File: src/rtl/objects_mux_layered_if.sv
// Pixel/control bundle between the drawing units, the layer compositor and the VGA stage.
// Latency: none (wires only).
// Backpressure: none; one pixel per clock in both directions.
interface objects_mux_layered_if #(
  parameter int NUM_LAYERS = 8
);
  localparam int LW = (NUM_LAYERS > 1) ? $clog2(NUM_LAYERS) : 1;

  logic [NUM_LAYERS-1:0]   layerDrawingRequest;
  logic [8*NUM_LAYERS-1:0] layerRGB;
  logic [NUM_LAYERS-1:0]   layerEnable;
  logic [NUM_LAYERS-1:0]   layerKeyEn;
  logic [NUM_LAYERS-1:0]   layerBlink;
  logic [7:0]              backGroundRGB;
  logic                    startOfFrame;
  logic                    fadeOutReq;
  logic                    fadeInReq;
  logic [7:0]              redOut;
  logic [7:0]              greenOut;
  logic [7:0]              blueOut;
  logic [LW-1:0]           winLayer;
  logic                    winValid;
  logic                    fadeBusy;
  logic                    fadeDone;
  logic                    blinkPhase;

  // Drawing side: supplies layers and frame/fade commands, receives the composed pixel.
  modport master (
    output layerDrawingRequest, layerRGB, layerEnable, layerKeyEn, layerBlink,
           backGroundRGB, startOfFrame, fadeOutReq, fadeInReq,
    input  redOut, greenOut, blueOut, winLayer, winValid, fadeBusy, fadeDone, blinkPhase
  );

  // Compositor side.
  modport slave (
    input  layerDrawingRequest, layerRGB, layerEnable, layerKeyEn, layerBlink,
           backGroundRGB, startOfFrame, fadeOutReq, fadeInReq,
    output redOut, greenOut, blueOut, winLayer, winValid, fadeBusy, fadeDone, blinkPhase
  );
endinterface

File: src/rtl/objects_mux_layered.sv
// Fixed-priority RGB332 layer compositor with mask, colour key, blink and frame-synchronous fade.
// Latency: 2 clocks from layer inputs to colour/winLayer/winValid outputs.
// Backpressure: none; a new pixel is accepted every clock.
module objects_mux_layered #(
  parameter int         NUM_LAYERS        = 8,
  parameter logic [7:0] TRANSPARENT_COLOR = 8'hFF,
  parameter int         FADE_SHIFT        = 3,
  parameter int         FRAMES_PER_STEP   = 2,
  parameter int         BLINK_FRAMES      = 16
) (
  input logic                clk,
  input logic                resetN,
  objects_mux_layered_if.slave bus
);
  localparam int LW  = (NUM_LAYERS > 1) ? $clog2(NUM_LAYERS) : 1;
  localparam int LVW = FADE_SHIFT + 1;
  localparam int PW  = 8 + FADE_SHIFT + 1;
  localparam int BCW = (BLINK_FRAMES > 1) ? $clog2(BLINK_FRAMES) : 1;
  localparam int FCW = (FRAMES_PER_STEP > 1) ? $clog2(FRAMES_PER_STEP) : 1;
  localparam logic [LVW-1:0] LMAX    = LVW'(2**FADE_SHIFT);
  localparam logic [LVW-1:0] LMAX_M1 = LVW'(2**FADE_SHIFT - 1);
  localparam logic [BCW-1:0] BMAX    = BCW'(BLINK_FRAMES - 1);
  localparam logic [FCW-1:0] FMAX    = FCW'(FRAMES_PER_STEP - 1);

  typedef enum logic [1:0] {S_VISIBLE, S_FADING_OUT, S_BLACK, S_FADING_IN} fade_state_t;

  fade_state_t      r_state, w_state_nx;
  logic [LVW-1:0]   r_level, w_level_nx;
  logic [FCW-1:0]   r_fcnt, w_fcnt_nx;
  logic             r_done, w_done_nx;
  logic [BCW-1:0]   r_bcnt;
  logic             r_blink_phase;

  logic [NUM_LAYERS-1:0] w_elig;
  logic [7:0]            w_sel_rgb;
  logic [LW-1:0]         w_sel_idx;
  logic                  w_sel_vld;
  logic [7:0]            r_s1_rgb;
  logic [LW-1:0]         r_s1_idx;
  logic                  r_s1_vld;

  logic [7:0]    w_er, w_eg, w_eb;
  logic [7:0]    r_red, r_green, r_blue;
  logic [LW-1:0] r_s2_idx;
  logic          r_s2_vld;

  logic w_tick;
  logic w_in_req;

  // A layer competes only if it draws, is enabled, is not colour-keyed out and is not blinked off.
  always_comb begin
    w_elig = '0;
    for (int i = 0; i < NUM_LAYERS; i++) begin
      w_elig[i] = bus.layerDrawingRequest[i] & bus.layerEnable[i]
                & ~(bus.layerKeyEn[i] & (bus.layerRGB[8*i +: 8] == TRANSPARENT_COLOR))
                & ~(bus.layerBlink[i] & r_blink_phase);
    end
  end

  // Lowest eligible index wins; walking downward lets the lowest index overwrite last.
  always_comb begin
    w_sel_vld = 1'b0;
    w_sel_idx = '0;
    w_sel_rgb = bus.backGroundRGB;
    for (int i = NUM_LAYERS - 1; i >= 0; i--) begin
      if (w_elig[i]) begin
        w_sel_vld = 1'b1;
        w_sel_idx = LW'(i);
        w_sel_rgb = bus.layerRGB[8*i +: 8];
      end
    end
  end

  // Stage 1: register the selected colour and its origin.
  always_ff @(posedge clk or negedge resetN) begin
    if (!resetN) begin
      r_s1_rgb <= '0;
      r_s1_idx <= '0;
      r_s1_vld <= 1'b0;
    end else begin
      r_s1_rgb <= w_sel_rgb;
      r_s1_idx <= w_sel_idx;
      r_s1_vld <= w_sel_vld;
    end
  end

  // RGB332 to 8-bit channels by replicating the channel LSB into the low bits.
  assign w_er = {r_s1_rgb[7:5], {5{r_s1_rgb[5]}}};
  assign w_eg = {r_s1_rgb[4:2], {5{r_s1_rgb[2]}}};
  assign w_eb = {r_s1_rgb[1:0], {6{r_s1_rgb[0]}}};

  // Stage 2: scale by the registered fade level; full level reproduces the channel exactly.
  always_ff @(posedge clk or negedge resetN) begin
    if (!resetN) begin
      r_red    <= '0;
      r_green  <= '0;
      r_blue   <= '0;
      r_s2_idx <= '0;
      r_s2_vld <= 1'b0;
    end else begin
      r_red    <= 8'((PW'(w_er) * PW'(r_level)) >> FADE_SHIFT);
      r_green  <= 8'((PW'(w_eg) * PW'(r_level)) >> FADE_SHIFT);
      r_blue   <= 8'((PW'(w_eb) * PW'(r_level)) >> FADE_SHIFT);
      r_s2_idx <= r_s1_idx;
      r_s2_vld <= r_s1_vld;
    end
  end

  // Blink half-period counter; the phase flips on the wrapping frame.
  always_ff @(posedge clk or negedge resetN) begin
    if (!resetN) begin
      r_bcnt        <= '0;
      r_blink_phase <= 1'b0;
    end else if (bus.startOfFrame) begin
      if (r_bcnt == BMAX) begin
        r_bcnt        <= '0;
        r_blink_phase <= ~r_blink_phase;
      end else begin
        r_bcnt <= r_bcnt + BCW'(1);
      end
    end
  end

  assign w_tick   = bus.startOfFrame & (r_fcnt == FMAX);
  assign w_in_req = bus.fadeInReq & ~bus.fadeOutReq;

  // Fade state, level, step counter and completion pulse.
  always_ff @(posedge clk or negedge resetN) begin
    if (!resetN) begin
      r_state <= S_VISIBLE;
      r_level <= LMAX;
      r_fcnt  <= '0;
      r_done  <= 1'b0;
    end else begin
      r_state <= w_state_nx;
      r_level <= w_level_nx;
      r_fcnt  <= w_fcnt_nx;
      r_done  <= w_done_nx;
    end
  end

  // Requests are judged before the step tick; a state change clears the step counter,
  // so no level step is taken on the cycle a request is honoured.
  always_comb begin
    w_state_nx = r_state;
    w_level_nx = r_level;
    w_done_nx  = 1'b0;
    w_fcnt_nx  = r_fcnt;
    if (bus.startOfFrame) w_fcnt_nx = w_tick ? '0 : r_fcnt + FCW'(1);
    case (r_state)
      S_VISIBLE: begin
        if (bus.fadeOutReq) begin
          w_state_nx = S_FADING_OUT;
          w_fcnt_nx  = '0;
        end
      end
      S_FADING_OUT: begin
        if (w_in_req) begin
          w_state_nx = S_FADING_IN;
          w_fcnt_nx  = '0;
        end else if (w_tick) begin
          w_level_nx = r_level - LVW'(1);
          if (r_level == LVW'(1)) begin
            w_state_nx = S_BLACK;
            w_done_nx  = 1'b1;
            w_fcnt_nx  = '0;
          end
        end
      end
      S_BLACK: begin
        if (w_in_req) begin
          w_state_nx = S_FADING_IN;
          w_fcnt_nx  = '0;
        end
      end
      S_FADING_IN: begin
        if (bus.fadeOutReq) begin
          w_state_nx = S_FADING_OUT;
          w_fcnt_nx  = '0;
        end else if (w_tick) begin
          w_level_nx = r_level + LVW'(1);
          if (r_level == LMAX_M1) begin
            w_state_nx = S_VISIBLE;
            w_done_nx  = 1'b1;
            w_fcnt_nx  = '0;
          end
        end
      end
      default: w_state_nx = S_VISIBLE;
    endcase
  end

  assign bus.redOut     = r_red;
  assign bus.greenOut   = r_green;
  assign bus.blueOut    = r_blue;
  assign bus.winLayer   = r_s2_idx;
  assign bus.winValid   = r_s2_vld;
  assign bus.fadeBusy   = (r_state == S_FADING_OUT) || (r_state == S_FADING_IN);
  assign bus.fadeDone   = r_done;
  assign bus.blinkPhase = r_blink_phase;
endmodule

File: src/flat_wrapper.sv
// flat-port wrapper written by rule: the top's interface ports become plain ports
module objects_mux_layered_flat 
#(
  parameter int         NUM_LAYERS        = 8,
  parameter logic [7:0] TRANSPARENT_COLOR = 8'hFF,
  parameter int         FADE_SHIFT        = 3,
  parameter int         FRAMES_PER_STEP   = 2,
  parameter int         BLINK_FRAMES      = 16
)
  (clk, resetN, bus_layerDrawingRequest, bus_layerRGB, bus_layerEnable, bus_layerKeyEn, bus_layerBlink, bus_backGroundRGB, bus_startOfFrame, bus_fadeOutReq, bus_fadeInReq, bus_redOut, bus_greenOut, bus_blueOut, bus_winLayer, bus_winValid, bus_fadeBusy, bus_fadeDone, bus_blinkPhase);
  objects_mux_layered_if #(.NUM_LAYERS(NUM_LAYERS)) bus_i ();
  input logic clk;
  input logic resetN;
  input wire logic [$bits(bus_i.layerDrawingRequest)-1:0] bus_layerDrawingRequest;
  input wire logic [$bits(bus_i.layerRGB)-1:0] bus_layerRGB;
  input wire logic [$bits(bus_i.layerEnable)-1:0] bus_layerEnable;
  input wire logic [$bits(bus_i.layerKeyEn)-1:0] bus_layerKeyEn;
  input wire logic [$bits(bus_i.layerBlink)-1:0] bus_layerBlink;
  input wire logic [$bits(bus_i.backGroundRGB)-1:0] bus_backGroundRGB;
  input wire logic [$bits(bus_i.startOfFrame)-1:0] bus_startOfFrame;
  input wire logic [$bits(bus_i.fadeOutReq)-1:0] bus_fadeOutReq;
  input wire logic [$bits(bus_i.fadeInReq)-1:0] bus_fadeInReq;
  output wire logic [$bits(bus_i.redOut)-1:0] bus_redOut;
  output wire logic [$bits(bus_i.greenOut)-1:0] bus_greenOut;
  output wire logic [$bits(bus_i.blueOut)-1:0] bus_blueOut;
  output wire logic [$bits(bus_i.winLayer)-1:0] bus_winLayer;
  output wire logic [$bits(bus_i.winValid)-1:0] bus_winValid;
  output wire logic [$bits(bus_i.fadeBusy)-1:0] bus_fadeBusy;
  output wire logic [$bits(bus_i.fadeDone)-1:0] bus_fadeDone;
  output wire logic [$bits(bus_i.blinkPhase)-1:0] bus_blinkPhase;
  assign bus_i.layerDrawingRequest = bus_layerDrawingRequest;
  assign bus_i.layerRGB = bus_layerRGB;
  assign bus_i.layerEnable = bus_layerEnable;
  assign bus_i.layerKeyEn = bus_layerKeyEn;
  assign bus_i.layerBlink = bus_layerBlink;
  assign bus_i.backGroundRGB = bus_backGroundRGB;
  assign bus_i.startOfFrame = bus_startOfFrame;
  assign bus_i.fadeOutReq = bus_fadeOutReq;
  assign bus_i.fadeInReq = bus_fadeInReq;
  assign bus_redOut = bus_i.redOut;
  assign bus_greenOut = bus_i.greenOut;
  assign bus_blueOut = bus_i.blueOut;
  assign bus_winLayer = bus_i.winLayer;
  assign bus_winValid = bus_i.winValid;
  assign bus_fadeBusy = bus_i.fadeBusy;
  assign bus_fadeDone = bus_i.fadeDone;
  assign bus_blinkPhase = bus_i.blinkPhase;
  objects_mux_layered #(.NUM_LAYERS(NUM_LAYERS), .TRANSPARENT_COLOR(TRANSPARENT_COLOR), .FADE_SHIFT(FADE_SHIFT), .FRAMES_PER_STEP(FRAMES_PER_STEP), .BLINK_FRAMES(BLINK_FRAMES)) u_core (.clk(clk), .resetN(resetN), .bus(bus_i));
endmodule
File: config.mk
export PLATFORM = sky130hd
export DESIGN_NAME = objects_mux_layered_flat
export DESIGN_NICKNAME = d
export VERILOG_FILES = /design/src/rtl/objects_mux_layered_if.sv /design/src/rtl/objects_mux_layered.sv /design/src/flat_wrapper.sv
export SDC_FILE = /design/constraint.sdc
export NUM_CORES = 1
export LEC_CHECK = 0
export CORE_ASPECT_RATIO = 0.5
export CORE_MARGIN = 3
export CORE_UTILIZATION = 53
export CTS_CLUSTER_DIAMETER = 60
export DETAILED_ROUTE_END_ITERATION = 16
export PLACE_DENSITY = 0.95
export SYNTH_ARGS = -nofsm -noshare
export SYNTH_HDL_FRONTEND = slang
export SYNTH_SLANG_ARGS = --single-unit
File: constraint.sdc
create_clock -name clk -period 10.2 [get_ports clk]
set_input_delay 3.06 -clock clk [delete_from_list [all_inputs] [get_ports clk]]
set_output_delay 3.06 -clock clk [all_outputs]
set_load 0.02 [all_outputs]
==> results of run 1 <==
worst reg2reg max path, cell delays in order, from the launching register on:
cell and delay (ns):
dfrtp_1 0.67, xor2_1 0.41, xnor2_1 0.20, and2_1 0.29
fa_1 0.48, fa_1 0.47, a21o_1 0.19, a21oi_1 0.22
nor2b_1 0.08, o21a_1 0.19, o41a_1 0.32, xnor2_1 0.13
area by class of cell:
type | instances | area share [%]
clock buffers | 6 | 2.18
clock inverters | 2 | 0.275
inverters | 24 | 1.41
multi-input cells | 437 | 51.2
flip-flops and latches | 53 | 20.8
well taps | 112 | 2.20
repair buffers | 140 | 21.9
cells by family after synthesis:
group	synth area share [%]
XOR/XNOR	6.22
AO/OA/AOI/OAI	16.7
AND/OR/NAND/NOR	24.9
adder cells (fa/ha/maj)	18.8
buffers and inverters	4.13
multiplexers	1.54
flip-flops	27.7
sequential cells by signal (all words and copies together), names as in the netlist, 2 cells and up:
signal / count
u_core.bus.blueOut: 8
u_core.bus.greenOut: 8
u_core.bus.redOut: 8
u_core.bus.winLayer: 3
u_core.r_bcnt: 4
u_core.r_level: 4
u_core.r_s1_idx: 3
u_core.r_s1_rgb: 8
u_core.r_state: 2
metal layers:
layer | vias to the layer above | share of wire, %
met4 | 0 | 2.6
met3 | 40 | 7.2
met5 | - | 0
met2 | 225 | 50
li1 | 2174 | -
met1 | 2107 | 40
per-stage QoR:
stage                     cells  util (%)  setup slack, ns  area, sq um
final                       774      76.1             5.20         6370
after global routing        774      76.1             5.13         6370
after CTS                   774      76.1             5.20         6370
after detailed placement    766      74.2             5.03         6220
after global placement      766      74.2             5.10         6220
after floorplan             530         -             5.76         4790
power groups by stage:
stage	Sequential, uW	Clock (uW)	Combinational [uW]
after CTS	394	182	1240
final	395	179	1240
after floorplan	415	0	867
after detailed placement	397	0	1230
after global routing	407	190	1390
after global placement	391	0	1170
layout by cell type (no fill, tap or decap), drive strengths merged, types with 3 or more instances in the layout:
| cell | count |
|---|---|
| xnor2 | 30 |
| ha | 48 |
| and3 | 10 |
| and2 | 38 |
| a31oi | 5 |
| mux2i | 4 |
| nor2 | 45 |
| mux2 | 3 |
| a22oi | 4 |
| nor2b | 7 |
| nand4 | 13 |
| a21boi | 3 |
| o32ai | 3 |
| nand3 | 22 |
| o21ai | 20 |
| or2 | 5 |
| o221ai | 4 |
| clkbuf | 6 |
| a21oi | 24 |
| o211ai | 4 |
| a21o | 4 |
| a211oi | 7 |
| xor2 | 4 |
| clkdlybuf4s50 | 138 |
| and4 | 7 |
| nor3 | 15 |
| inv | 25 |
| fa | 15 |
| o21a | 4 |
| dfrtp | 52 |
| nand2 | 50 |
final timing paths:
check	startpoint	to	slack, ns	depth (start not counted)
setup / recovery	u_core.r_state[0]	bus_fadeBusy	5.20	3
hold / removal	u_core.r_s1_idx[0]	u_core.bus.winLayer[0]	0.36	0
setup reg to reg	u_core.r_level[2]	u_core.bus.redOut[7]	6.42	11
hold reg to reg	u_core.r_s1_idx[0]	u_core.bus.winLayer[0]	0.36	0
max in group asynchronous	resetN	u_core.bus.greenOut[6]	6.88	2
min in group asynchronous	resetN	u_core.r_state[0]	2.88	2
==> results_tabular.tex, run 1 <==
\begin{tabular}{lr}
\hline
Metric & Value \\
\hline
\multicolumn{2}{l}{\textbf{Timing}} \\
Highest achievable clock rate & between 0.15 and 0.2 GHz \\
Worst hold slack & $\sim$0.36 ns \\
Portion of the clock cycle consumed by the worst path in the final layout & 49.0\% \\
Setup repair after global routing missed its margin & false \\
Worst relative slew slack & 50.4\% \\
Worst Tran Pin Value & 0.741 ns \\
Count of endpoints failing setup in the final report & 0 \\
Final critical delay including setup and external delays & between 5 and 6 ns \\
Setup\_tns & 0 ns \\
Number of endpoints with negative hold slack in the final report & 0 \\
Slew Limit Fails & 0 \\
Clock tree skew after final layout & 0.00848 ns \\
\multicolumn{2}{l}{\textbf{Setup path}} \\
Crit-path max cell delay & 0.55 ns \\
Number of buffer and inverter instances along the worst setup path & 1 \\
Class of the most critical setup path & reg2out \\
Crit-path slowest cell & clkdlybuf4s50\_1 \\
Kind of end point of the critical path & output pin \\
Sort of element at the start of the critical path & flop \\
CP Cell Sequence & ha\_1 -> or2\_2 -> clkdlybuf4s50\_1 \\
Arrival time worst endpoint & 1.94 ns \\
Maximum net fanout on the critical path & 9 \\
WP data required & roughly 7.1 ns \\
Largest delay share family, worst path & buffers and inverters \\
\multicolumn{2}{l}{\textbf{Logic synthesis}} \\
Synthesized area & 4790 sq um \\
Synthesized instance count & 530 \\
Sequential area share after synthesis & about 28\% \\
Nets in the synthesized netlist & 702 \\
Top cells by area, synth & dfrtp\_1 (27\%), ha\_1 (13\%), fa\_1 (6.3\%) \\
Synth warn & 0 \\
Post-synth cell types & between 70 and 80 \\
Yosys reg bits & 53 \\
Top flip-flop cell by instance count after synthesis & dfrtp\_1 \\
Async set-reset flop share out of synthesis & between 90\% and 100\% \\
Ranking of synthesized cells by instance count & dfrtp\_1 (52), nand2\_1 (49), ha\_1 (48), nor2\_1 (44), and2\_1 (36) \\
Leading area contributor after synthesis & dfrtp\_1 \\
Leading cell type by number of instances after synthesis & dfrtp\_1 \\
Number of enable-type register cells in the synthesized netlist & 0 \\
Area fraction of the dominant cell type after synthesis & 27.2\% \\
Average cell area after synthesis & 9.04 sq um \\
\multicolumn{2}{l}{\textbf{Power}} \\
Net switching power of the design & about 800 uW \\
Leakage power figure & 0.00277 uW \\
Power density over the cells & around 280 nW/um\^{}2 \\
Proportion of power drawn by flip-flops and latches & roughly 22\% \\
Combinational fraction of design power & 68.3\% \\
Peak ir drop on the vdd network & 208 uV \\
Sum of internal, switching and leakage power & 1810 uW \\
Switching power as a share of total power & 44.7\% \\
Cell-internal power & $\sim$1000 uW \\
Power share of the clock group & 9.9\% \\
\multicolumn{2}{l}{\textbf{Layout}} \\
Area occupied by multi-input gates & 3270 sq um \\
Number of fill cells in the layout & around 580 \\
Final net count & 833 \\
Storage cell area & 1330 sq um \\
Fraction of final layout cells sized beyond drive strength 1 & roughly 5.7\% \\
Antenna diode count & 0 \\
Layout overhead on the synthesized area & 33.0\% \\
\multicolumn{2}{l}{\textbf{Hold path}} \\
Worst hold-check path type & reg2reg \\
\multicolumn{2}{l}{\textbf{Status}} \\
Status & finished, final reports clean \\
\multicolumn{2}{l}{\textbf{Global route}} \\
Remaining Overflow, GRT & 0 \\
Number of antenna violations at the first check in global routing & 0 \\
Overall global routing resource usage & 24.7\% \\
Global-route track usage on met1 & 29.4\% \\
First-pass GRT wire length & 20800 um \\
Largest net degree at the start of global routing & 54 \\
Global routing's busiest layer & met2 \\
M2 GR Usage & between 40\% and 50\% \\
Met3 capacity usage during global routing & under 10\% \\
Via count of the first global-routing pass & 4588 \\
\multicolumn{2}{l}{\textbf{Clock tree}} \\
H-tree lvl count & 2 \\
Number of cells upsized or downsized after cts & 0 \\
Root buffer selected by CTS & clkbuf\_16 \\
Number of buffers added by the clock tree synthesis step & 5 \\
Clock network latency to the later pin of the worst-skew pair & 0.29 ns \\
TritonCTS clock tree & yes \\
Reg clk slew, reported paths & $\sim$0.07 ns \\
Post-cts hold buffer count & 0 \\
Maximum buffer depth of the clock tree & 2 \\
Post-CTS Setup Repair Bufs & 0 \\
TritonCTS sink count & between 50 and 60 \\
\multicolumn{2}{l}{\textbf{Floorplanning}} \\
Initial core utilization & 57.2\% \\
Area of the placeable core & 8370 sq um \\
Die X & approximately 140 um \\
Count of boundary I/O pins & 140 \\
Full die area & 10300 sq um \\
Row cnt & 23 \\
Vertical die dimension & 73.2 um \\
\multicolumn{2}{l}{\textbf{Placement}} \\
Number of buffers added on ports & 139 \\
Placer congestion estimate & 0.896 \\
Dpl hpwl & 10300 um \\
\multicolumn{2}{l}{\textbf{Drt}} \\
Antenna Nets Post-Route & 0 \\
First-iteration detailed-routing DRC count & 306 \\
Vias per cell & slightly below 6 \\
Total iterations of the first detailed-routing run & 5 \\
Total number of vias & 4546 \\
Average wire per standard cell & 16.3 um \\
Detailed-route wire length & 12600 um \\
Post-detailed-route DRC marker count & 0 \\
\multicolumn{2}{l}{\textbf{Flow run}} \\
Max-capacitance violation count & 0 \\
\hline
\end{tabular}
No activity file was read; power rests on OpenSTA's default activity.
==> run 2, diff against run 1 <==
--- a/config.mk
+++ b/config.mk
@@ -7,10 +7,10 @@
 export LEC_CHECK = 0
 export CORE_ASPECT_RATIO = 0.5
 export CORE_MARGIN = 3
-export CORE_UTILIZATION = 53
+export CORE_UTILIZATION = 49
 export CTS_CLUSTER_DIAMETER = 60
 export DETAILED_ROUTE_END_ITERATION = 16
-export PLACE_DENSITY = 0.95
+export PLACE_DENSITY = 0.92
 export SYNTH_ARGS = -nofsm -noshare
 export SYNTH_HDL_FRONTEND = slang
 export SYNTH_SLANG_ARGS = --single-unit
==> constraint.sdc (replaced) <==
create_clock -name clk -period 4.71 [get_ports clk]
set_input_delay 1.413 -clock clk [delete_from_list [all_inputs] [get_ports clk]]
set_output_delay 1.413 -clock clk [all_outputs]
set_load 0.02 [all_outputs]
==> results_tabular.tex, run 2 (synthesis results as in run 1) <==
\begin{tabular}{lr}
\hline
Metric & Value \\
\hline
\multicolumn{2}{l}{\textbf{Layout}} \\
Most common library cell in the layout ignoring fill and taps & clkdlybuf4s50\_1 \\
Number of fill cells in the layout & 691 \\
Leading cell types in the layout, fill and taps excluded & clkdlybuf4s50\_1 (138), dfrtp\_1 (52), nand2\_1 (49) \\
Layout overhead on the synthesized area & 33.5\% \\
Antenna diode count & 0 \\
Final net count & 833 \\
Fraction of final layout cells sized beyond drive strength 1 & around 5.7\% \\
\multicolumn{2}{l}{\textbf{Global route}} \\
Number of antenna violations at the first check in global routing & 0 \\
Global routing's busiest layer & met2 \\
Via count of the first global-routing pass & 4707 \\
Remaining Overflow, GRT & 0 \\
Overall global routing resource usage & between 20\% and 30\% \\
M2 GR Usage & approximately 42\% \\
Global-route track usage on met1 & a little over a quarter \\
Met3 capacity usage during global routing & 6.08\% \\
First-pass GRT wire length & 21500 um \\
Largest net degree at the start of global routing & 28 \\
\multicolumn{2}{l}{\textbf{Drt}} \\
Post-detailed-route DRC marker count & 0 \\
Average wire per standard cell & 16.1 um \\
First-iteration detailed-routing DRC count & 280 \\
Detailed-route wire length & 12800 um \\
Antenna Nets Post-Route & 0 \\
Total number of vias & 4525 \\
Total iterations of the first detailed-routing run & 5 \\
Vias per cell & 5.71 \\
\multicolumn{2}{l}{\textbf{Clock tree}} \\
Maximum buffer depth of the clock tree & 2 \\
Reg clk slew, reported paths & 0.07 ns \\
TritonCTS sink count & 53 \\
TritonCTS clock tree & yes \\
Post-CTS Setup Repair Bufs & 0 \\
H-tree lvl count & 2 \\
Number of buffers added by the clock tree synthesis step & 5 \\
Number of cells upsized or downsized after cts & 0 \\
Clock network latency to the later pin of the worst-skew pair & 0.30 ns \\
Post-cts hold buffer count & 0 \\
Root buffer selected by CTS & clkbuf\_16 \\
\multicolumn{2}{l}{\textbf{Power}} \\
Proportion of power drawn by flip-flops and latches & between 20\% and 30\% \\
Cell-internal power & 2170 uW \\
Net switching power of the design & 1760 uW \\
Sum of internal, switching and leakage power & 3930 uW \\
Leakage power figure & between 0.002 and 0.003 uW \\
Power density over the cells & 615 nW/um\^{}2 \\
Switching power as a share of total power & 44.7\% \\
Power share of the clock group & approximately a tenth \\
Combinational fraction of design power & 68.5\% \\
Peak ir drop on the vdd network & around 270 uV \\
\multicolumn{2}{l}{\textbf{Placement}} \\
Number of buffers added on ports & 139 \\
Dpl hpwl & 10500 um \\
Worst slack after detailed placement & roughly 1 ns \\
Placer congestion estimate & approximately 0.89 \\
\multicolumn{2}{l}{\textbf{Timing}} \\
Clock tree skew after final layout & 0.00588 ns \\
Worst Tran Pin Value & 0.728 ns \\
Final critical delay including setup and external delays & 3.74 ns \\
Portion of the clock cycle consumed by the worst path in the final layout & 79.5\% \\
Highest achievable clock rate & around 0.27 GHz \\
Number of endpoints with negative hold slack in the final report & 0 \\
Worst hold slack & 0.352 ns \\
Count of endpoints failing setup in the final report & 0 \\
Setup repair after global routing missed its margin & false \\
Setup\_tns & 0 ns \\
Final worst slack & 0.966 ns \\
Worst relative slew slack & 51.3\% \\
Slew Limit Fails & 0 \\
\multicolumn{2}{l}{\textbf{Floorplanning}} \\
Row cnt & 24 \\
Full die area & 11100 sq um \\
Die X & 146 um \\
Initial core utilization & 52.7\% \\
Count of boundary I/O pins & 140 \\
Area of the placeable core & 9100 sq um \\
Vertical die dimension & roughly 76 um \\
\multicolumn{2}{l}{\textbf{Setup path}} \\
Crit-path max cell delay & between 0.6 and 0.7 ns \\
Maximum net fanout on the critical path & 17 \\
CP Cell Sequence & xor2\_1 -> xnor2\_1 -> and2\_1 -> fa\_1 -> fa\_1 -> a21o\_1 -> a21oi\_1 -> nor2b\_1 -> o21a\_1 -> o41a\_1 -> xnor2\_1 \\
Sort of element at the start of the critical path & flop \\
Class of the most critical setup path & reg2reg \\
Number of buffer and inverter instances along the worst setup path & 0 \\
Crit-path slowest cell & dfrtp\_1 \\
Kind of end point of the critical path & flop \\
Arrival time worst endpoint & 3.93 ns \\
WP data required & between 4 and 5 ns \\
Largest delay share family, worst path & adder cells \\
\multicolumn{2}{l}{\textbf{Flow run}} \\
Max-capacitance violation count & 0 \\
\multicolumn{2}{l}{\textbf{Status}} \\
Status & finished, final reports clean \\
\multicolumn{2}{l}{\textbf{Hold path}} \\
Worst hold-check path type & reg2reg \\
\hline
\end{tabular}
[run 2: cell counts in the layout (fill, tap and decap cells not counted)]
No cell type changed its count.
[run 2: power by group through the flow]
stage / registers (uW) / clock network, uW / logic (uW)
floorplan: 898 / 0 / 1880
global placement: 839 / 0 / 2540
detailed placement: 853 / 0 / 2670
CTS: 846 / 395 / 2700
global route: 879 / 422 / 3010
finish: 851 / 387 / 2690
[run 2: layer usage]
| metal | vias up | share of wire, % |
|---|---|---|
| met2 | 166 | 50 |
| met3 | 24 | 6.9 |
| met5 | - | 0 |
| met1 | 2169 | 41 |
| li1 | 2166 | - |
| met4 | 0 | 1.9 |
[run 2: worst paths after layout]
kind / slack [ns] / from / endpoint / cells after the start
min reg2reg: 0.35 / u_core.r_s1_vld / u_core.bus.winValid / 0
min in group asynchronous: 1.11 / resetN / u_core.r_state[1] / 1
max: 0.97 / u_core.r_level[2] / u_core.bus.redOut[7] / 11
max in group asynchronous: 2.83 / resetN / u_core.r_s1_rgb[0] / 2
max reg2reg: 0.97 / u_core.r_level[2] / u_core.bus.redOut[7] / 11
min: 0.35 / u_core.r_s1_vld / u_core.bus.winValid / 0
[run 2: worst reg2reg max path: stages (launching register included)]
cell and delay [ns]:
dfrtp_1 0.66, xor2_1 0.39, xnor2_1 0.21, and2_1 0.29, fa_1 0.48, fa_1 0.48
a21o_1 0.21, a21oi_1 0.22, nor2b_1 0.08, o21a_1 0.18, o41a_1 0.32, xnor2_1 0.13
[run 2: final cells by class]
| cell class | instances | area [sq um] | share of cell area (%) |
|---|---|---|---|
| inverters | 24 | 90.1 | 1.41 |
| flip-flops and latches | 53 | 1330 | 20.8 |
| well taps | 130 | 163 | 2.54 |
| clock inverters | 2 | 17.5 | 0.274 |
| multi-input cells | 437 | 3270 | 51.1 |
| repair buffers | 140 | 1390 | 21.8 |
| clock buffers | 6 | 139 | 2.17 |
[run 2: per-stage QoR]
stage	std cells	cell area (sq um)	utilization (%)
floorplan	530	4790	-
global placement	784	6240	68.6
detailed placement	784	6240	68.6
CTS	792	6400	70.3
global route	792	6400	70.3
finish	792	6400	70.3
==> run 3, diff against run 2 <==
==> constraint.sdc (replaced) <==
create_clock -name clk -period 3.5 [get_ports clk]
set_input_delay 1.05 -clock clk [delete_from_list [all_inputs] [get_ports clk]]
set_output_delay 1.05 -clock clk [all_outputs]
set_load 0.02 [all_outputs]
==> results_tabular.tex, run 3 (synthesis results as in run 1) <==
\begin{tabular}{lr}
\hline
Metric & Value \\
\hline
\multicolumn{2}{l}{\textbf{Clock tree}} \\
H-tree lvl count & 2 \\
Post-CTS Setup Repair Bufs & 0 \\
Maximum buffer depth of the clock tree & 2 \\
Reg clk slew, reported paths & 0.07 ns \\
TritonCTS sink count & between 50 and 60 \\
Number of buffers added by the clock tree synthesis step & 5 \\
TritonCTS clock tree & yes \\
Clock network latency to the later pin of the worst-skew pair & 0.30 ns \\
Root buffer selected by CTS & clkbuf\_16 \\
\multicolumn{2}{l}{\textbf{Floorplanning}} \\
Full die area & 11100 sq um \\
Die X & approximately 150 um \\
Area of the placeable core & 9100 sq um \\
Row cnt & 24 \\
Vertical die dimension & about 76 um \\
Initial core utilization & 52.7\% \\
Count of boundary I/O pins & 140 \\
\multicolumn{2}{l}{\textbf{Global route}} \\
Overall global routing resource usage & 23.5\% \\
Via count of the first global-routing pass & 4669 \\
First-pass GRT wire length & 21700 um \\
Remaining Overflow, GRT & 0 \\
Largest net degree at the start of global routing & 30 \\
Number of antenna violations at the first check in global routing & 0 \\
\multicolumn{2}{l}{\textbf{Setup path}} \\
Number of buffer and inverter instances along the worst setup path & 1 \\
CP dominant cell by count & o21ai\_0 \\
Class of the most critical setup path & reg2reg \\
Crit-path slowest cell & fa\_1 \\
Maximum net fanout on the critical path & 13 \\
CP Cell Sequence & buf\_4 -> and2\_1 -> ha\_1 -> a21o\_1 -> fa\_1 -> ha\_4 -> nor2b\_1 -> o21ai\_0 -> nand2\_1 -> a21oi\_2 -> o21ai\_0 -> xnor2\_1 \\
Setup slack on the worst flop-to-flop path & about 0.18 ns \\
WP data required & 3.68 ns \\
R2R cell count & 12 \\
Sort of element at the start of the critical path & flop \\
Critical R2R Capture & u\_core.bus.blueOut[7] \\
Critical register-to-register path startpoint & u\_core.r\_level[3] \\
Kind of end point of the critical path & flop \\
Crit-path max cell delay & 0.63 ns \\
Arrival time worst endpoint & 3.50 ns \\
Largest delay share family, worst path & adder cells \\
\multicolumn{2}{l}{\textbf{Timing}} \\
Highest achievable clock rate & between 0.3 and 0.4 GHz \\
Portion of the clock cycle consumed by the worst path in the final layout & 94.9\% \\
Number of endpoints with negative hold slack in the final report & 0 \\
Slew Limit Fails & 0 \\
Worst hold slack & $\sim$0.35 ns \\
Clock tree skew after final layout & 0.00352 ns \\
Worst Tran Pin Value & 0.577 ns \\
Count of endpoints failing setup in the final report & 0 \\
Final critical delay including setup and external delays & 3.32 ns \\
Worst relative slew slack & 61.4\% \\
\multicolumn{2}{l}{\textbf{Drt}} \\
Total iterations of the first detailed-routing run & 6 \\
Antenna Nets Post-Route & 0 \\
Post-detailed-route DRC marker count & 0 \\
Total number of vias & 4621 \\
Average wire per standard cell & 16.6 um \\
First-iteration detailed-routing DRC count & 337 \\
Detailed-route wire length & 13200 um \\
Vias per cell & 5.79 \\
\multicolumn{2}{l}{\textbf{Hold path}} \\
Worst hold-check path type & reg2reg \\
Hold path cells & 0 \\
Worst Hold Endpoint & u\_core.bus.winValid \\
Worst Min Path Start & u\_core.r\_s1\_vld \\
\multicolumn{2}{l}{\textbf{Placement}} \\
Number of buffers added on ports & 139 \\
Dpl hpwl & 10600 um \\
Placer congestion estimate & 0.909 \\
\multicolumn{2}{l}{\textbf{Layout}} \\
Leading cell types in the layout, fill and taps excluded & clkdlybuf4s50\_1 (138), dfrtp\_1 (52), nand2\_1 (49) \\
Final net count & 839 \\
Fraction of final layout cells sized beyond drive strength 1 & 7.34\% \\
Utilization after layout & 71.1\% \\
Antenna diode count & 0 \\
Layout overhead on the synthesized area & 35.0\% \\
Number of fill cells in the layout & between 600 and 700 \\
Most common library cell in the layout ignoring fill and taps & clkdlybuf4s50\_1 \\
\multicolumn{2}{l}{\textbf{Power}} \\
Leakage power figure & 0.00280 uW \\
Peak ir drop on the vdd network & 386 uV \\
Power density over the cells & 842 nW/um\^{}2 \\
\multicolumn{2}{l}{\textbf{Flow run}} \\
Max-capacitance violation count & 0 \\
\multicolumn{2}{l}{\textbf{Status}} \\
Status & finished, final reports clean \\
\hline
\end{tabular}
-- run 3: worst max path at each step --
| stage | startpoint | end | slack, ns | cells past startpoint |
|---|---|---|---|---|
| 4_1_cts | u_core.r_level[3] | u_core.bus.redOut[7] | 0.04 | 11 |
| 2_1_floorplan | u_core.r_level[2] | u_core.bus.redOut[7] | 0.16 | 12 |
| 6_report | u_core.r_level[3] | u_core.bus.blueOut[7] | 0.18 | 12 |
| 5_1_grt | u_core.r_level[3] | u_core.bus.blueOut[7] | -0.03 | 12 |
| 3_5_place_dp | u_core.r_level[3] | u_core.bus.redOut[7] | 0.07 | 11 |
| 3_3_place_gp | u_core.r_level[3] | u_core.bus.redOut[7] | 0.19 | 11 |
-- run 3: power by group --
group	switching, uW	total [uW]	internal, uW
sequential	164	1070	904
combinational	2030	3850	1820
clock	239	528	289
total	2440	5450	3010
-- run 3: through the flow --
step                      instance area (sq um)  std cells  setup TNS, ns  total power (uW)  worst slack, ns
after floorplan                            4790        530              0              3740            0.163
after global placement                     6280        790              0              4600            0.195
after detailed placement                   6280        790              0              4790           0.0745
after CTS                                  6440        798              0              5370           0.0373
after global routing                       6470        798        -0.0279              5970          -0.0279
final                                      6470        798              0              5450            0.179
-- run 3: cell type report --
class	instances	area [sq um]	share of cell area, %
Multi-Input combinational cell	437	3290	50.9
Tap cell	130	163	2.51
Clock buffer	6	139	2.15
Inverter	24	90.1	1.39
Sequential cell	53	1330	20.5
Timing Repair Buffer	146	1440	22.2
Clock inverter	2	17.5	0.271
-- run 3: what timing repair did --
| action | in CTS | in global routing |
|---|---|---|
| hold buffers | 0 | 0 |
| endpoints found under the setup margin | 0 | 4 |
| resized for setup | 0 | 6 |
-- run 3: routing by layer --
layer  share of wire, %  global-route usage [%]  vias up
met1                 40                    27.8     2202
met2                 50                    42.6      209
met3                7.4                    5.18       30
li1                   -                       -     2180
met4                2.1                    7.48        0
met5                  0                       0        -
